<file path="src/rtl/hilo_muldiv.sv">
// rtl/hilo_muldiv.sv - HI/LO register pair with sequential shift-add multiply and restoring divide
// Divider datapath and DIV state are built only when MULDIV_DIV_EN is defined.
module hilo_muldiv #(
  parameter int WIDTH = 32,
  parameter int CNT_W = $clog2(WIDTH) + 1
) (
  input  logic             clk,
  input  logic             rst_n,
  input  logic             op_valid,
  input  logic [5:0]       funct,
  input  logic [WIDTH-1:0] src_a,
  input  logic [WIDTH-1:0] src_b,
  input  logic             flush,
  output logic             op_ready,
  output logic             busy,
  output logic             done,
  output logic [WIDTH-1:0] hi_o,
  output logic [WIDTH-1:0] lo_o
);
  localparam logic [5:0] F_MULT  = 6'b011000;
  localparam logic [5:0] F_MULTU = 6'b011001;
  localparam logic [5:0] F_MTHI  = 6'b010001;
  localparam logic [5:0] F_MTLO  = 6'b010011;
`ifdef MULDIV_DIV_EN
  localparam logic [5:0] F_DIV   = 6'b011010;
  localparam logic [5:0] F_DIVU  = 6'b011011;
`endif

  typedef enum logic [1:0] {
    S_IDLE = 2'd0,
    S_MUL  = 2'd1,
    S_FIX  = 2'd2
`ifdef MULDIV_DIV_EN
    , S_DIV = 2'd3
`endif
  } state_t;

  state_t             state, state_nxt;
  logic [CNT_W-1:0]   cnt;
  logic [WIDTH-1:0]   w_hi, w_lo, opnd;
  logic               neg_lo;
  logic               accept, last_iter, is_mul_op, is_signed;
  logic [WIDTH-1:0]   mag_a, mag_b;
  logic [WIDTH:0]     mul_sum;
  logic [2*WIDTH-1:0] prod_fix;

  assign accept    = op_valid && op_ready && !flush;
  assign is_mul_op = (funct == F_MULT) || (funct == F_MULTU);
  // Signed MULT/DIV have funct[0] = 0, unsigned variants have funct[0] = 1.
  assign is_signed = !funct[0];
  assign mag_a     = (is_signed && src_a[WIDTH-1]) ? -src_a : src_a;
  assign mag_b     = (is_signed && src_b[WIDTH-1]) ? -src_b : src_b;
  assign last_iter = (cnt == CNT_W'(WIDTH - 1));

  // w_hi accumulates partial products; w_lo holds the multiplier and collects product bits.
  assign mul_sum  = {1'b0, w_hi} + (w_lo[0] ? {1'b0, opnd} : '0);
  assign prod_fix = neg_lo ? -{w_hi, w_lo} : {w_hi, w_lo};

`ifdef MULDIV_DIV_EN
  logic             neg_hi, is_div, is_div_op, div_ge;
  logic [WIDTH:0]   div_shift;
  logic [WIDTH-1:0] quo_fix, rem_fix;

  assign is_div_op = (funct == F_DIV) || (funct == F_DIVU);
  // w_hi is the partial remainder, w_lo shifts the dividend out and the quotient in.
  assign div_shift = {w_hi, w_lo[WIDTH-1]};
  assign div_ge    = (div_shift >= {1'b0, opnd});
  assign quo_fix   = neg_lo ? -w_lo : w_lo;
  assign rem_fix   = neg_hi ? -w_hi : w_hi;
`endif

  always_ff @(posedge clk or negedge rst_n) begin
    if (!rst_n) state <= S_IDLE;
    else        state <= state_nxt;
  end

  always_comb begin
    state_nxt = state;
    if (flush) begin
      state_nxt = S_IDLE;
    end else begin
      case (state)
        S_IDLE: begin
          if (op_valid && is_mul_op) state_nxt = S_MUL;
`ifdef MULDIV_DIV_EN
          else if (op_valid && is_div_op) state_nxt = S_DIV;
`endif
        end
        S_MUL: if (last_iter) state_nxt = S_FIX;
`ifdef MULDIV_DIV_EN
        S_DIV: if (last_iter) state_nxt = S_FIX;
`endif
        S_FIX: state_nxt = S_IDLE;
        default: state_nxt = S_IDLE;
      endcase
    end
  end

  always_comb begin
    op_ready = (state == S_IDLE);
    busy     = !op_ready;
  end

  always_ff @(posedge clk or negedge rst_n) begin
    if (!rst_n) begin
      cnt    <= '0;
      w_hi   <= '0;
      w_lo   <= '0;
      opnd   <= '0;
      neg_lo <= 1'b0;
      done   <= 1'b0;
      hi_o   <= '0;
      lo_o   <= '0;
`ifdef MULDIV_DIV_EN
      neg_hi <= 1'b0;
      is_div <= 1'b0;
`endif
    end else begin
      done <= 1'b0;
      case (state)
        S_IDLE: begin
          if (accept) begin
            cnt <= '0;
            if (funct == F_MTHI) hi_o <= src_a;
            if (funct == F_MTLO) lo_o <= src_a;
            if (is_mul_op) begin
              w_hi   <= '0;
              w_lo   <= mag_b;
              opnd   <= mag_a;
              neg_lo <= is_signed && (src_a[WIDTH-1] ^ src_b[WIDTH-1]);
            end
`ifdef MULDIV_DIV_EN
            is_div <= is_div_op;
            if (is_div_op) begin
              w_hi   <= '0;
              w_lo   <= mag_a;
              opnd   <= mag_b;
              // Divide by zero keeps the all-ones quotient and restores src_a as remainder.
              neg_lo <= is_signed && (src_a[WIDTH-1] ^ src_b[WIDTH-1]) && (src_b != '0);
              neg_hi <= is_signed && src_a[WIDTH-1];
            end
`endif
          end
        end
        S_MUL: begin
          w_hi <= mul_sum[WIDTH:1];
          w_lo <= {mul_sum[0], w_lo[WIDTH-1:1]};
          cnt  <= cnt + CNT_W'(1);
        end
`ifdef MULDIV_DIV_EN
        S_DIV: begin
          w_hi <= div_ge ? (div_shift[WIDTH-1:0] - opnd) : div_shift[WIDTH-1:0];
          w_lo <= {w_lo[WIDTH-2:0], div_ge};
          cnt  <= cnt + CNT_W'(1);
        end
`endif
        S_FIX: begin
          if (!flush) begin
            done <= 1'b1;
`ifdef MULDIV_DIV_EN
            if (is_div) begin
              hi_o <= rem_fix;
              lo_o <= quo_fix;
            end else
`endif
            begin
              hi_o <= prod_fix[2*WIDTH-1:WIDTH];
              lo_o <= prod_fix[WIDTH-1:0];
            end
          end
        end
        default: ;
      endcase
    end
  end
endmodule

</file>
<file path="config.mk">
export PLATFORM = sky130hd
export DESIGN_NAME = hilo_muldiv
export DESIGN_NICKNAME = d
export VERILOG_FILES = /design/src/rtl/hilo_muldiv.sv
export SDC_FILE = /design/constraint.sdc
export NUM_CORES = 1
export LEC_CHECK = 0
export ABC_CLOCK_PERIOD_IN_PS = 10100
export BUFFER_PORTS_ARGS = -buffer_cell sky130_fd_sc_hd__buf_2
export CAP_MARGIN = 20
export CORE_AREA = 2 2 195 140
export DETAILED_ROUTE_END_ITERATION = 6
export DIE_AREA = 0 0 197 142
export SYNTH_ARGS = -nofsm -noshare
export SYNTH_HDL_FRONTEND = slang
export SYNTH_SLANG_ARGS = --single-unit
</file>
<file path="constraint.sdc">
create_clock -name clk -period 10.1 [get_ports clk]
set_input_delay 1.01 -clock clk [delete_from_list [all_inputs] [get_ports clk]]
set_output_delay 1.01 -clock clk [all_outputs]
set_load 0.05 [all_outputs]
</file>
# After elaboration in Yosys (flattened, before gate mapping)
# Cells that the tools add are included.
[classes]
n_mux = 26
n_bitwise = 1
magnitude_cmp = 0
n_mul = 0
n_reduce_logical = 19
n_addsub = 5
n_div = 0
shifts = 0
eq_ne = 14
[op_table]
columns = ["operator", "count"]
rows = [
  ["$mux W32", 13],
  ["$pmux W32 S2", 4],
  ["$mux W64", 1],
  ["$neg A32 Y32", 2],
  ["$neg A64 Y64", 1],
  ["$add A32 B32 Y33", 1],
  ["$eq A6 B5 Y1 const B", 5],
  ["$pmux W6 S2", 1],
  ["$ne A2 B1 Y1 const B", 4],
  ["$reduce_and A4 Y1", 2],
  ["$add A6 B1 Y6 const B", 1],
  ["$logic_and A1 B1 Y1", 6],
  ["$mux W2", 3],
  ["$mux W6", 1],
  ["$reduce_and A3 Y1", 2],
  ["$pmux W2 S2", 1],
  ["$reduce_and A2 Y1", 2],
  ["$reduce_bool A2 Y1", 2],
  ["$logic_not A1 Y1", 3],
  ["$ne A3 B2 Y1 const B", 1],
  ["$ne A3 B3 Y1 const B", 1],
  ["$eq A2 B1 Y1 const B", 1],
  ["$eq A2 B2 Y1 const B", 1],
  ["$logic_not A2 Y1", 1],
  ["other kinds (4)", 5],
]
[word_totals]
out_inout_bits = 67
latch_bits = 0
n_memories = 0
register_bits = 170
mem_bits_ro = 0
elab_cells = 74
ramBits = 0

# Depth between registers and ports, before layout
# Gate-level depths: netlist of the first run.
[depth]
word_depth = 6
depth_mapped = 14
ltp_nobuf = 12

# Worst setup path before layout of the first run
# Ideal clock, no wire load.
[synth_path]
path_type = "flip-flop to flip-flop"
startpoint = "register state[1]"
endpoint = "register w_lo[17]"
t_arrival_ns = 3.123
setup_ns = 0.077
path_slack_ns = 6.900
path_stages_with_launch = 10
required_ns = 10.023
period_less_slack_ns = 3.200
path_cell_list = "dfrtp_1 -> clkbuf_1 -> nor2_1 -> inv_1 -> nor3b_1 -> and3_1 -> clkbuf_1 -> clkbuf_1 -> o21ai_0 -> a21oi_1"
[synth_via]
elab_chain_cells = 5
word_cells_on_any_way = 9
[synth_lines]
columns = ["item", "line_no", "text"]
rows = [
  ["start, declared", "38", "state_t state, state_nxt;"],
  ["start signal, assigned", "74", "else state <= state_nxt;"],
  ["$logic_not A2 Y1 *", "100", "op_ready = (state == S_IDLE);"],
  ["net op_ready", "14", "output logic op_ready,"],
  ["$logic_and A1 B1 Y1 (2 in a row)", "47", "assign accept = op_valid && op_ready && !flush;"],
  ["$ne A2 B1 Y1 (no line)", "n/a", ""],
  ["$reduce_and A3 Y1 (no line)", "n/a", ""],
  ["end signal, assigned", "128", "w_lo <= mag_b;"],
  ["end signal, assigned", "147", "w_lo <= {mul_sum[0], w_lo[WIDTH-1:1]};"],
  ["end, declared", "40", "logic [WIDTH-1:0] w_hi, w_lo, opnd;"],
]
# The timed path passes the listed nets; every way through them passes the cells marked *.
# A chain may end at the register's enable or synchronous reset.

# Worst setup path in the final report of the first run
[layout_path]
startpoint = "register w_lo[0]"
endpoint = "register w_hi[27]"
[layout_via]
elab_chain_cells = 3
[layout_lines]
columns = ["item", "line_no", "text"]
rows = [
  ["$mux W32", "56", "assign mul_sum = {1'b0, w_hi} + (w_lo[0] ? {1'b0, opnd} : '0);"],
  ["$add A32 B32 Y33", "56", ""],
  ["$pmux W32 S2", "120", "case (state)"],
  ["end signal, assigned", "146", "w_hi <= mul_sum[WIDTH:1];"],
  ["end, declared", "40", ""],
]
# No other way between the ends.

==> flow_metrics.py, run 1 <==
metrics = {
    "yosys": {
        "ys_seq_area_share_pct": 36.8,
        "synth.most_common_cell": "nand2_1",
        "ys.flop_type": "dfrtp_1",
        "synth_area_mm2": 0.0116,
        "syn_inst": 1414,
        "synth_edf_count": 0,
        "ys_warn_count": 0,
        "synth_seq_cells": 170,
        "synthArstFlopShare_pct": 100,
        "ys_top_cells_by_area": "dfrtp_1 (37%), o21ai_0 (7.5%), xor2_1 (6.3%)",
        "synth_common_cells": "nand2_1 (183), o21ai_0 (174), dfrtp_1 (170)",
        "synth.avg_cell_area_um2": 8.19,
        "synth_top_area_cell": "dfrtp_1",
        "synth.top_cell.area_share_pct": 36.8,
        "syn-num-nets": 1525,
        "yosys.cell_types.count": 62,
    },
    "sta": {
        "setup_violations": 0,
        "period_share_pct": 38.9,
        "finalClockSkew_ps": 16.0,
        "relSlewSlack_pct": 26.3,
        "fin_tns_setup_ps": 0,
        "worst_slew_pin_slew_ps": 1100,
        "setup_ws_ps": 6170,
        "rsz0062_at_grt": "false",
        "fin_crit_ps": 3930,
        "final_hold_viol_count": 0,
        "report.final.slew_viol_count": 0,
        "max_clock_freq_mhz": 254,
    },
    "cts": {
        "numCtsBuffers": 17,
        "clkTransAtPathRegs_ps": 80,
        "cts-root-buf": "clkbuf_16",
        "clockBufferDepth": 2,
        "cts_hold_buf": 0,
        "insertion_delay_ps": 460,
        "cts_htree_levels": 4,
        "clock_sinks": 170,
        "postCtsSetupRepairBufs": 0,
        "cts_resized": 0,
        "cts_tree": "built",
    },
    "worst_setup_path": {
        "slowest_stage": "dfrtp_1",
        "critPathMaxStageDelay_ps": 1060,
        "critical_path_class": "reg -> reg",
        "startpoint_type": "flip-flop",
        "cp.required_ps": 10440,
        "critPathBufInv": 1,
        "crit_chain": "and2_1 > ha_1 > inv_1 > fa_1 > nor2b_1 > o2111ai_1 > a211oi_1 > o21a_1 > o41ai_1 > o31ai_1 > a22o_1 > nand3_1",
        "endpoint_kind": "flip-flop",
        "worst_ep_arrival_time_ps": 4270,
        "crit_fanout": 36,
        "rr_worst_depth": 12,
        "rrSetupSlack_ps": 6170,
        "crit_family": "compound AO/OA/AOI/OAI gates",
        "crit_cells": 12,
    },
    "die": {
        "core-area_mm2": 0.0262,
        "initial_utilization_pct": 44.3,
        "io_pins": 141,
        "dieHeight_um": 142,
        "die-width_um": 197,
        "rows": 50,
        "die_area_mm2": 0.0280,
    },
    "placed_design": {
        "place.port_buffers": 140,
        "place_area_mm2": 0.0125,
        "dpl.hpwl_um": 31100,
        "place.gp.congestion": 0.963,
        "dpl_worst_slack_ps": 6190,
    },
    "global_routing": {
        "grt.overflow.total": 0,
        "antenna_found_initial": 0,
        "grt_usage_pct": 30.1,
        "grt_pass1_vias": 10100,
        "grt_pass1_wl_um": 62800,
        "grt_max_degree": 87,
    },
    "flow_run": {
        "cap_violations": 0,
    },
    "drt": {
        "viasPerCell": 6.02,
        "drtIter0Drc": 1284,
        "drtAntennaViolNets": 0,
        "drc": 0,
        "vias": 11200,
        "wl_per_cell_um": 22.3,
        "dr.pass1.iters": 5,
        "wl_um": 41400,
    },
    "hold_path": {
        "holdPathStages": 1,
        "hold_path_class": "reg -> reg",
    },
    "cells_and_area": {
        "fill_cells": 2560,
        "nets": 1616,
        "area_delta_synth_final_pct": 13.5,
        "drive_gt1_share_pct": 14.8,
        "antenna_cells": 0,
        "stdcell_area_mm2": 0.0131,
    },
    "power_and_ir_drop": {
        "power.leakage_nw": 5.78,
        "p_per_area_mw_per_mm2": 210,
        "irDropWorstVdd_mv": 0.128,
    },
    "status": {
        "status": "finished clean",
    },
}
[per-layer routing]
metal	global-route usage, %	routed length [µm]	up-vias
met5	0	0	-
met1	47.4	19700	5314
met2	39.8	16000	573
li1	-	-	5227
met4	8.75	860	0
met3	7.46	4820	53
[layout make-up]
cell class                      count  area, µm²  area share (%)
Clock buffer                       18        439            3.34
Clock inverter                     14        148            1.12
Inverter                           23       86.3           0.657
Multi-Input combinational cell   1138       6960            53.0
Sequential cell                   170       4260            32.4
Tap cell                          338        423            3.22
Timing Repair Buffer              155        820            6.24
[path summary, 6_finish.rpt]
kind / start / end
min reg2reg: lo_o[7]$_DFFE_PN0P_ / lo_o[7]$_DFFE_PN0P_
max reg2reg: w_lo[0]$_DFFE_PN0P_ / w_hi[27]$_DFFE_PN0P_
min in group asynchronous: rst_n / lo_o[11]$_DFFE_PN0P_
max: w_lo[0]$_DFFE_PN0P_ / w_hi[27]$_DFFE_PN0P_
max in group asynchronous: rst_n / w_hi[26]$_DFFE_PN0P_
min: lo_o[7]$_DFFE_PN0P_ / lo_o[7]$_DFFE_PN0P_
[placed cells by master, fill, tap and decap left out, drive strengths merged, types with 36 or more instances in the layout]
cell / n
o21ai: 178
xor2: 83
buf: 155
nand2: 183
dfrtp: 170
nand3: 39
xnor2: 58
ha: 36
a21oi: 123
nor2: 110
[flip-flops by register name (all words and copies together), names as in the netlist]
| signal | count |
|---|---|
| cnt | 6 |
| done | 1 |
| hi_o | 32 |
| lo_o | 32 |
| neg_lo | 1 |
| opnd | 32 |
| state | 2 |
| w_hi | 32 |
| w_lo | 32 |
[stage by stage]
stage,utilization (%),power [mW],std cells,hold slack (ps)
2_1_floorplan,-,1.70,1414,442
3_3_place_gp,48.0,2.06,1824,456
3_5_place_dp,48.0,2.07,1824,463
4_1_cts,50.2,2.73,1856,480
5_1_grt,50.2,2.91,1856,504
6_report,50.2,2.76,1856,476
[report_power, final]
group	switching [mW]	total, mW	internal [mW]
sequential	0.314	1.14	0.828
combinational	0.595	0.947	0.352
clock	0.334	0.670	0.336
[cells by family (layout without fill, tap and decap cells)]
| group | Yosys count | in the layout | synth area share, % |
|---|---|---|---|
| buffers and inverters | 106 | 210 | 3.45 |
| muxes | 13 | 13 | 1.23 |
| and+or+nand+nor | 507 | 507 | 21.3 |
| xor gates and xnor gates | 141 | 141 | 10.7 |
| AOI/OAI and AO/OA | 440 | 440 | 22.5 |
| DFF | 170 | 170 | 36.8 |
| adders and majority gates | 37 | 37 | 4.06 |
No activity file was read; power rests on OpenSTA's default activity.
==> run 2, diff against run 1 <==
--- a/config.mk
+++ b/config.mk
@@ -5,12 +5,13 @@
 export SDC_FILE = /design/constraint.sdc
 export NUM_CORES = 1
 export LEC_CHECK = 0
-export ABC_CLOCK_PERIOD_IN_PS = 10100
+export ABC_CLOCK_PERIOD_IN_PS = 3550
 export BUFFER_PORTS_ARGS = -buffer_cell sky130_fd_sc_hd__buf_2
 export CAP_MARGIN = 20
 export CORE_AREA = 2 2 195 140
 export DETAILED_ROUTE_END_ITERATION = 6
 export DIE_AREA = 0 0 197 142
+export PLACE_DENSITY = 0.66
 export SYNTH_ARGS = -nofsm -noshare
 export SYNTH_HDL_FRONTEND = slang
 export SYNTH_SLANG_ARGS = --single-unit
==> constraint.sdc (replaced) <==
create_clock -name clk -period 3.55 [get_ports clk]
set_input_delay 0.355 -clock clk [delete_from_list [all_inputs] [get_ports clk]]
set_output_delay 0.355 -clock clk [all_outputs]
set_load 0.05 [all_outputs]
==> run 2 against run 1 <==
Critical endpoint is now hi_o[27]$_DFFE_PN0P_. Global-route usage shrank 0.72 points. Non-clock buffer count grew 31. Worst setup slack lost 6000 ps. Largest power group is now combinational cells. Clock skew shrank 7.0 ps. Design area grew 2.7%. Combinational power grew to 3.2 times the previous value.
==> flow_metrics.py, run 2 (synthesis gave the netlist of run 1 again) <==
metrics = {
    "die": {
        "rows": 50,
        "initial_utilization_pct": 44.3,
        "die-width_um": 197,
        "dieHeight_um": 142,
        "core-area_mm2": 0.0262,
        "io_pins": 141,
        "die_area_mm2": 0.0280,
    },
    "worst_setup_path": {
        "rrSetupSlack_ps": 170,
        "critical_path_class": "reg -> reg",
        "crit_family": "simple AND/OR/NAND/NOR gates",
        "worst_ep_arrival_time_ps": 3710,
        "slowest_stage": "or4_1",
        "startpoint_type": "flip-flop",
        "crit_top_cell": "or4_4",
        "endpoint_kind": "flip-flop",
        "crit_fanout": 5,
        "critPathMaxStageDelay_ps": 600,
        "critPathBufInv": 0,
        "crit_chain": "or4_1 > nor4_1 > or2b_1 > or4_4 > or4_4 > o41ai_4 > xor2_1 > o21ai_1",
        "cp.required_ps": 3880,
    },
    "cells_and_area": {
        "area_delta_synth_final_pct": 16.5,
        "fill_cells": 2442,
        "antenna_cells": 0,
        "final_cell_mix": "nand2_1 (183), o21ai_0 (174), dfrtp_1 (169)",
        "stdcell_area_mm2": 0.0135,
        "layout_commonest_cell": "nand2_1",
        "nets": 1647,
        "drive_gt1_share_pct": 16.5,
    },
    "flow_run": {
        "cap_violations": 0,
    },
    "power_and_ir_drop": {
        "p_per_area_mw_per_mm2": 609,
        "irDropWorstVdd_mv": 0.339,
        "pwr-share-clk_pct": 27.0,
        "p_int_mw": 4.83,
        "swShare_pct": 41.2,
        "power_mw": 8.21,
        "p_comb_share_pct": 36.8,
        "power.leakage_nw": 5.99,
        "p_switching_mw": 3.38,
        "pwr-share-seq_pct": 36.1,
    },
    "global_routing": {
        "antenna_found_initial": 1,
        "grt_max_degree": 86,
        "grt_pass1_wl_um": 61600,
        "grt.overflow.total": 0,
        "grt_pass1_vias": 10200,
        "grt_usage_pct": 29.4,
    },
    "cts": {
        "cts_tree": "built",
        "clock_sinks": 170,
        "numCtsBuffers": 17,
        "cts_htree_levels": 4,
        "cts-root-buf": "clkbuf_16",
        "clockBufferDepth": 2,
        "insertion_delay_ps": 450,
        "clkTransAtPathRegs_ps": 70,
        "postCtsSetupRepairBufs": 0,
    },
    "sta": {
        "setup_ws_ps": 170,
        "report.final.slew_viol_count": 0,
        "relSlewSlack_pct": 33.5,
        "period_share_pct": 95.2,
        "finalClockSkew_ps": 8.94,
        "fin_tns_setup_ps": 0,
        "worst_slew_pin_slew_ps": 994,
        "final_hold_viol_count": 0,
        "rsz0062_at_grt": "false",
        "setup_violations": 0,
        "fin_crit_ps": 3380,
        "holdWs_ps": 151,
        "max_clock_freq_mhz": 296,
    },
    "drt": {
        "drc": 0,
        "drtAntennaViolNets": 0,
        "viasPerCell": 6.08,
        "vias": 11500,
        "drtIter0Drc": 1313,
        "dr.pass1.iters": 6,
        "wl_per_cell_um": 21.6,
        "wl_um": 40700,
    },
    "placed_design": {
        "dpl_worst_slack_ps": 210,
        "place_area_mm2": 0.0128,
        "dpl.hpwl_um": 31200,
        "place.port_buffers": 140,
        "place.gp.congestion": 0.938,
    },
    "hold_path": {
        "hold_path_class": "in -> reg",
    },
    "status": {
        "status": "finished clean",
    },
}
-- run 2: cell count changes in the layout (fill, tap and decap cells not counted), moves of 2 or more --
cell	before	now
clkinv_8	3	0
inv_6	6	3
clkinv_2	0	2
bufinv_16	0	6
buf_4	15	44
-- run 2: metrics by stage --
stage               instances  util [%]
finish                   1887      51.6
global route             1887      51.6
CTS                      1887      51.6
detailed placement       1854      48.9
global placement         1854      48.9
floorplan                1414         -
-- run 2: layer usage --
layer	vias to the layer above	global-route usage [%]	share of wire (%)
met5	-	0	0
met4	0	7.60	1.9
met3	58	8.74	12
met2	640	39.3	40
met1	5494	45.3	47
li1	5283	-	-
-- run 2: worst paths after layout --
kind / start / endpoint / cells after the start
worst max-delay path: w_hi[1]$_DFFE_PN0P_ / hi_o[27]$_DFFE_PN0P_ / 8
worst min-delay path: flush / state[1]$_DFFE_PN0P_ / 2
worst max register to register: w_hi[1]$_DFFE_PN0P_ / hi_o[27]$_DFFE_PN0P_ / 8
worst min register to register: lo_o[6]$_DFFE_PN0P_ / lo_o[6]$_DFFE_PN0P_ / 2
max in group asynchronous: rst_n / w_hi[21]$_DFFE_PN0P_ / 3
min in group asynchronous: rst_n / lo_o[11]$_DFFE_PN0P_ / 2
-- run 2: power by group through the flow --
stage | Clock [mW] | Sequential (mW) | Combinational [mW]
floorplan | 0 | 3.12 | 1.73
global route | 2.33 | 3.01 | 3.29
global placement | 0 | 2.95 | 2.91
detailed placement | 0 | 2.97 | 2.94
finish | 2.22 | 2.97 | 3.02
CTS | 2.24 | 2.94 | 2.97
-- run 2: layout make-up --
type / count / area (µm²) / area share (%)
clock buffers: 19 / 453 / 3.36
clock inverters: 13 / 235 / 1.74
inverters: 23 / 86.3 / 0.640
multi-input cells: 1138 / 6970 / 51.7
flip-flops and latches: 170 / 4260 / 31.5
well taps: 338 / 423 / 3.14
repair buffers: 186 / 1070 / 7.91
-- run 2: timing repair --
| action | CTS | global route |
|---|---|---|
| endpoints found under the setup margin | 0 | 3 |
| hold buffers | 1 | 0 |
| endpoints found under the hold margin | 5 | 0 |
| gates resized for setup | 0 | 1 |
-- run 2: worst register-to-register path, cell delays in order, from the launching register on --
cell and delay, ps:
dfrtp_1 370, or4_1 600, nor4_1 390, or2b_1 310, or4_4 560, or4_4 490
o41ai_4 310, xor2_1 170, o21ai_1 70
==> run 3, diff against run 2 <==
--- a/config.mk
+++ b/config.mk
@@ -8,10 +8,11 @@
 export ABC_CLOCK_PERIOD_IN_PS = 3550
 export BUFFER_PORTS_ARGS = -buffer_cell sky130_fd_sc_hd__buf_2
 export CAP_MARGIN = 20
-export CORE_AREA = 2 2 195 140
+export CORE_AREA = 2 2 117 232
 export DETAILED_ROUTE_END_ITERATION = 6
-export DIE_AREA = 0 0 197 142
+export DIE_AREA = 0 0 119 234
 export PLACE_DENSITY = 0.66
+export RECOVER_POWER = 50
 export SYNTH_ARGS = -nofsm -noshare
 export SYNTH_HDL_FRONTEND = slang
 export SYNTH_SLANG_ARGS = --single-unit
==> run 3 against run 2 <==
The run now ends with capacitance limit, slew limit left. Critical path type unchanged. Critical endpoint unchanged. Clock power shrank 14%. Routed wire length grew 3.7%. Clock-buffer cell count shrank 1. Sequential share of layout area grew 0.22 points. Sequential power shrank 2%. Utilization shrank 0.40 points. Hold slack is essentially flat. Critical path depth is the same. Global-route usage grew 1.5 points. Combinational power grew 6.6%. Maximum frequency grew 1.8%.
==> flow_metrics.py, run 3 (synthesis gave the netlist of run 1 again) <==
metrics = {
    "sta": {
        "report.final.slew_viol_count": 83,
        "rsz0062_at_grt": "false",
        "worst_slew_pin_slew_ps": 2110,
        "setup_violations": 0,
        "finalClockSkew_ps": 10.7,
        "holdWs_ps": 152,
        "setup_ws_ps": 229,
        "period_share_pct": 93.5,
        "relSlewSlack_pct": -40.8,
        "final_hold_viol_count": 0,
        "fin_tns_setup_ps": 0,
        "fin_crit_ps": 3320,
        "max_clock_freq_mhz": 301,
    },
    "worst_setup_path": {
        "crit_fanout": 7,
        "endpoint_kind": "flip-flop",
        "cp.required_ps": 3890,
        "timing.critical_path.from": "w_lo[24]$_DFFE_PN0P_",
        "worst_ep_arrival_time_ps": 3660,
        "r2r_end": "hi_o[27]$_DFFE_PN0P_",
        "critical_path_class": "reg -> reg",
        "rr_worst_depth": 8,
        "r2r_start": "w_lo[24]$_DFFE_PN0P_",
        "startpoint_type": "flip-flop",
        "rrSetupSlack_ps": 230,
    },
    "drt": {
        "vias": 11300,
        "drtAntennaViolNets": 0,
        "wl_per_cell_um": 22.2,
        "dr.pass1.iters": 5,
        "wl_um": 42200,
        "drtIter0Drc": 850,
        "drc": 0,
        "viasPerCell": 5.96,
    },
    "cells_and_area": {
        "finish.utilization_pct": 51.2,
        "layout_commonest_cell": "nand2_1",
        "regArea_mm2": 0.00426,
        "drive_gt1_share_pct": 14.7,
        "nets": 1653,
        "multi_input_area_mm2": 0.00697,
        "final_cell_mix": "nand2_1 (183), o21ai_0 (173), dfrtp_1 (169)",
        "area_delta_synth_final_pct": 15.7,
        "antenna_cells": 0,
        "fill_cells": 2614,
    },
    "die": {
        "die_area_mm2": 0.0278,
        "rows": 84,
        "core-area_mm2": 0.0262,
        "die-width_um": 119,
        "initial_utilization_pct": 44.2,
        "io_pins": 141,
        "dieHeight_um": 234,
    },
    "placed_design": {
        "dpl_worst_slack_ps": 222,
        "place.gp.congestion": 0.983,
        "place.port_buffers": 140,
        "dpl.hpwl_um": 33500,
    },
    "global_routing": {
        "grt_max_degree": 96,
        "use_met1_pct": 30.0,
        "grt.met2_usage_pct": 56.1,
        "antenna_found_initial": 0,
        "grt_pass1_wl_um": 64400,
        "grt_pass1_vias": 11300,
        "grt.met3_usage_pct": 4.64,
        "grt.overflow.total": 0,
        "grt_usage_pct": 30.9,
        "top_usage_layer": "met2",
    },
    "status": {
        "violations": "capacitance limit, slew limit",
        "status": "complete, but fails checks",
    },
    "cts": {
        "cts_htree_levels": 4,
        "clock_sinks": 170,
        "clkTransAtPathRegs_ps": 70,
        "postCtsSetupRepairBufs": 0,
        "cts-root-buf": "clkbuf_16",
        "numCtsBuffers": 17,
        "clockBufferDepth": 2,
        "insertion_delay_ps": 460,
        "cts_tree": "built",
    },
    "power_and_ir_drop": {
        "irDropWorstVdd_mv": 0.393,
        "p_per_area_mw_per_mm2": 601,
        "power.leakage_nw": 5.84,
    },
    "hold_path": {
        "holdPathStages": 2,
        "hp-start": "flush",
        "hold_path_class": "in -> reg",
        "hold-path-endpoint": "state[1]$_DFFE_PN0P_",
    },
    "flow_run": {
        "cap_violations": 1,
    },
}
run 3: cell count changes in the layout (fill, tap and decap cells not counted), moves of 2 or more:
cell | before | now
buf_2 | 139 | 106
bufinv_16 | 6 | 1
clkbuf_1 | 0 | 34
clkbuf_2 | 0 | 4
clkinv_2 | 2 | 0
clkinv_4 | 0 | 3
inv_6 | 3 | 6
inv_8 | 1 | 3
run 3: worst max path at each step:
stage,cells past startpoint,end,slack [ps]
final,8,hi_o[27]$_DFFE_PN0P_,230
after global routing,12,w_hi[22]$_DFFE_PN0P_,10
after CTS,12,w_hi[27]$_DFFE_PN0P_,190
after detailed placement,12,w_hi[27]$_DFFE_PN0P_,220
after global placement,12,w_hi[27]$_DFFE_PN0P_,230
after floorplan,9,w_lo[17]$_DFFE_PN0P_,350
run 3: stage by stage:
step	total power, mW	area, µm²	instances
after floorplan	4.85	11600	1414
after global placement	6.07	12900	1865
after detailed placement	6.11	12900	1865
after CTS	8.04	13500	1898
after global routing	8.45	13400	1899
final	8.05	13400	1899
run 3: per-layer routing:
metal	vias to the layer above	part of all wire [%]
li1	5301	-
met1	5395	33
met2	453	52
met3	165	4.7
met4	0	9.9
met5	-	0
run 3: repair_timing:
item / in CTS / in global routing
endpoints found under the setup margin: 0 / 3
hold buffers: 1 / 0
endpoints found under the hold margin: 47 / 0
resized for setup: 0 / 2
run 3: area by class of cell:
cell class	count	area share, %
clock buffer	18	3.28
inverter	23	0.645
timing repair buffer	192	7.96
sequential	170	31.8
multi-input combinational	1138	52.0
tap	344	3.21
clock inverter	14	1.12
run 3: worst max-delay path, stage by stage, from the launching register on:
cell,delay (ps)
dfrtp_1,430
or4_1,660
nor3_2,300
nand4_4,190
or4_4,570
or4_4,490
o41ai_4,310
xor2_1,170
o21ai_1,70
run 3: power breakdown:
part	internal, mW	switching (mW)	total, mW
Clock	1.02	0.908	1.92
Sequential	2.36	0.553	2.92
Combinational	1.14	2.07	3.22
Total	4.52	3.53	8.05
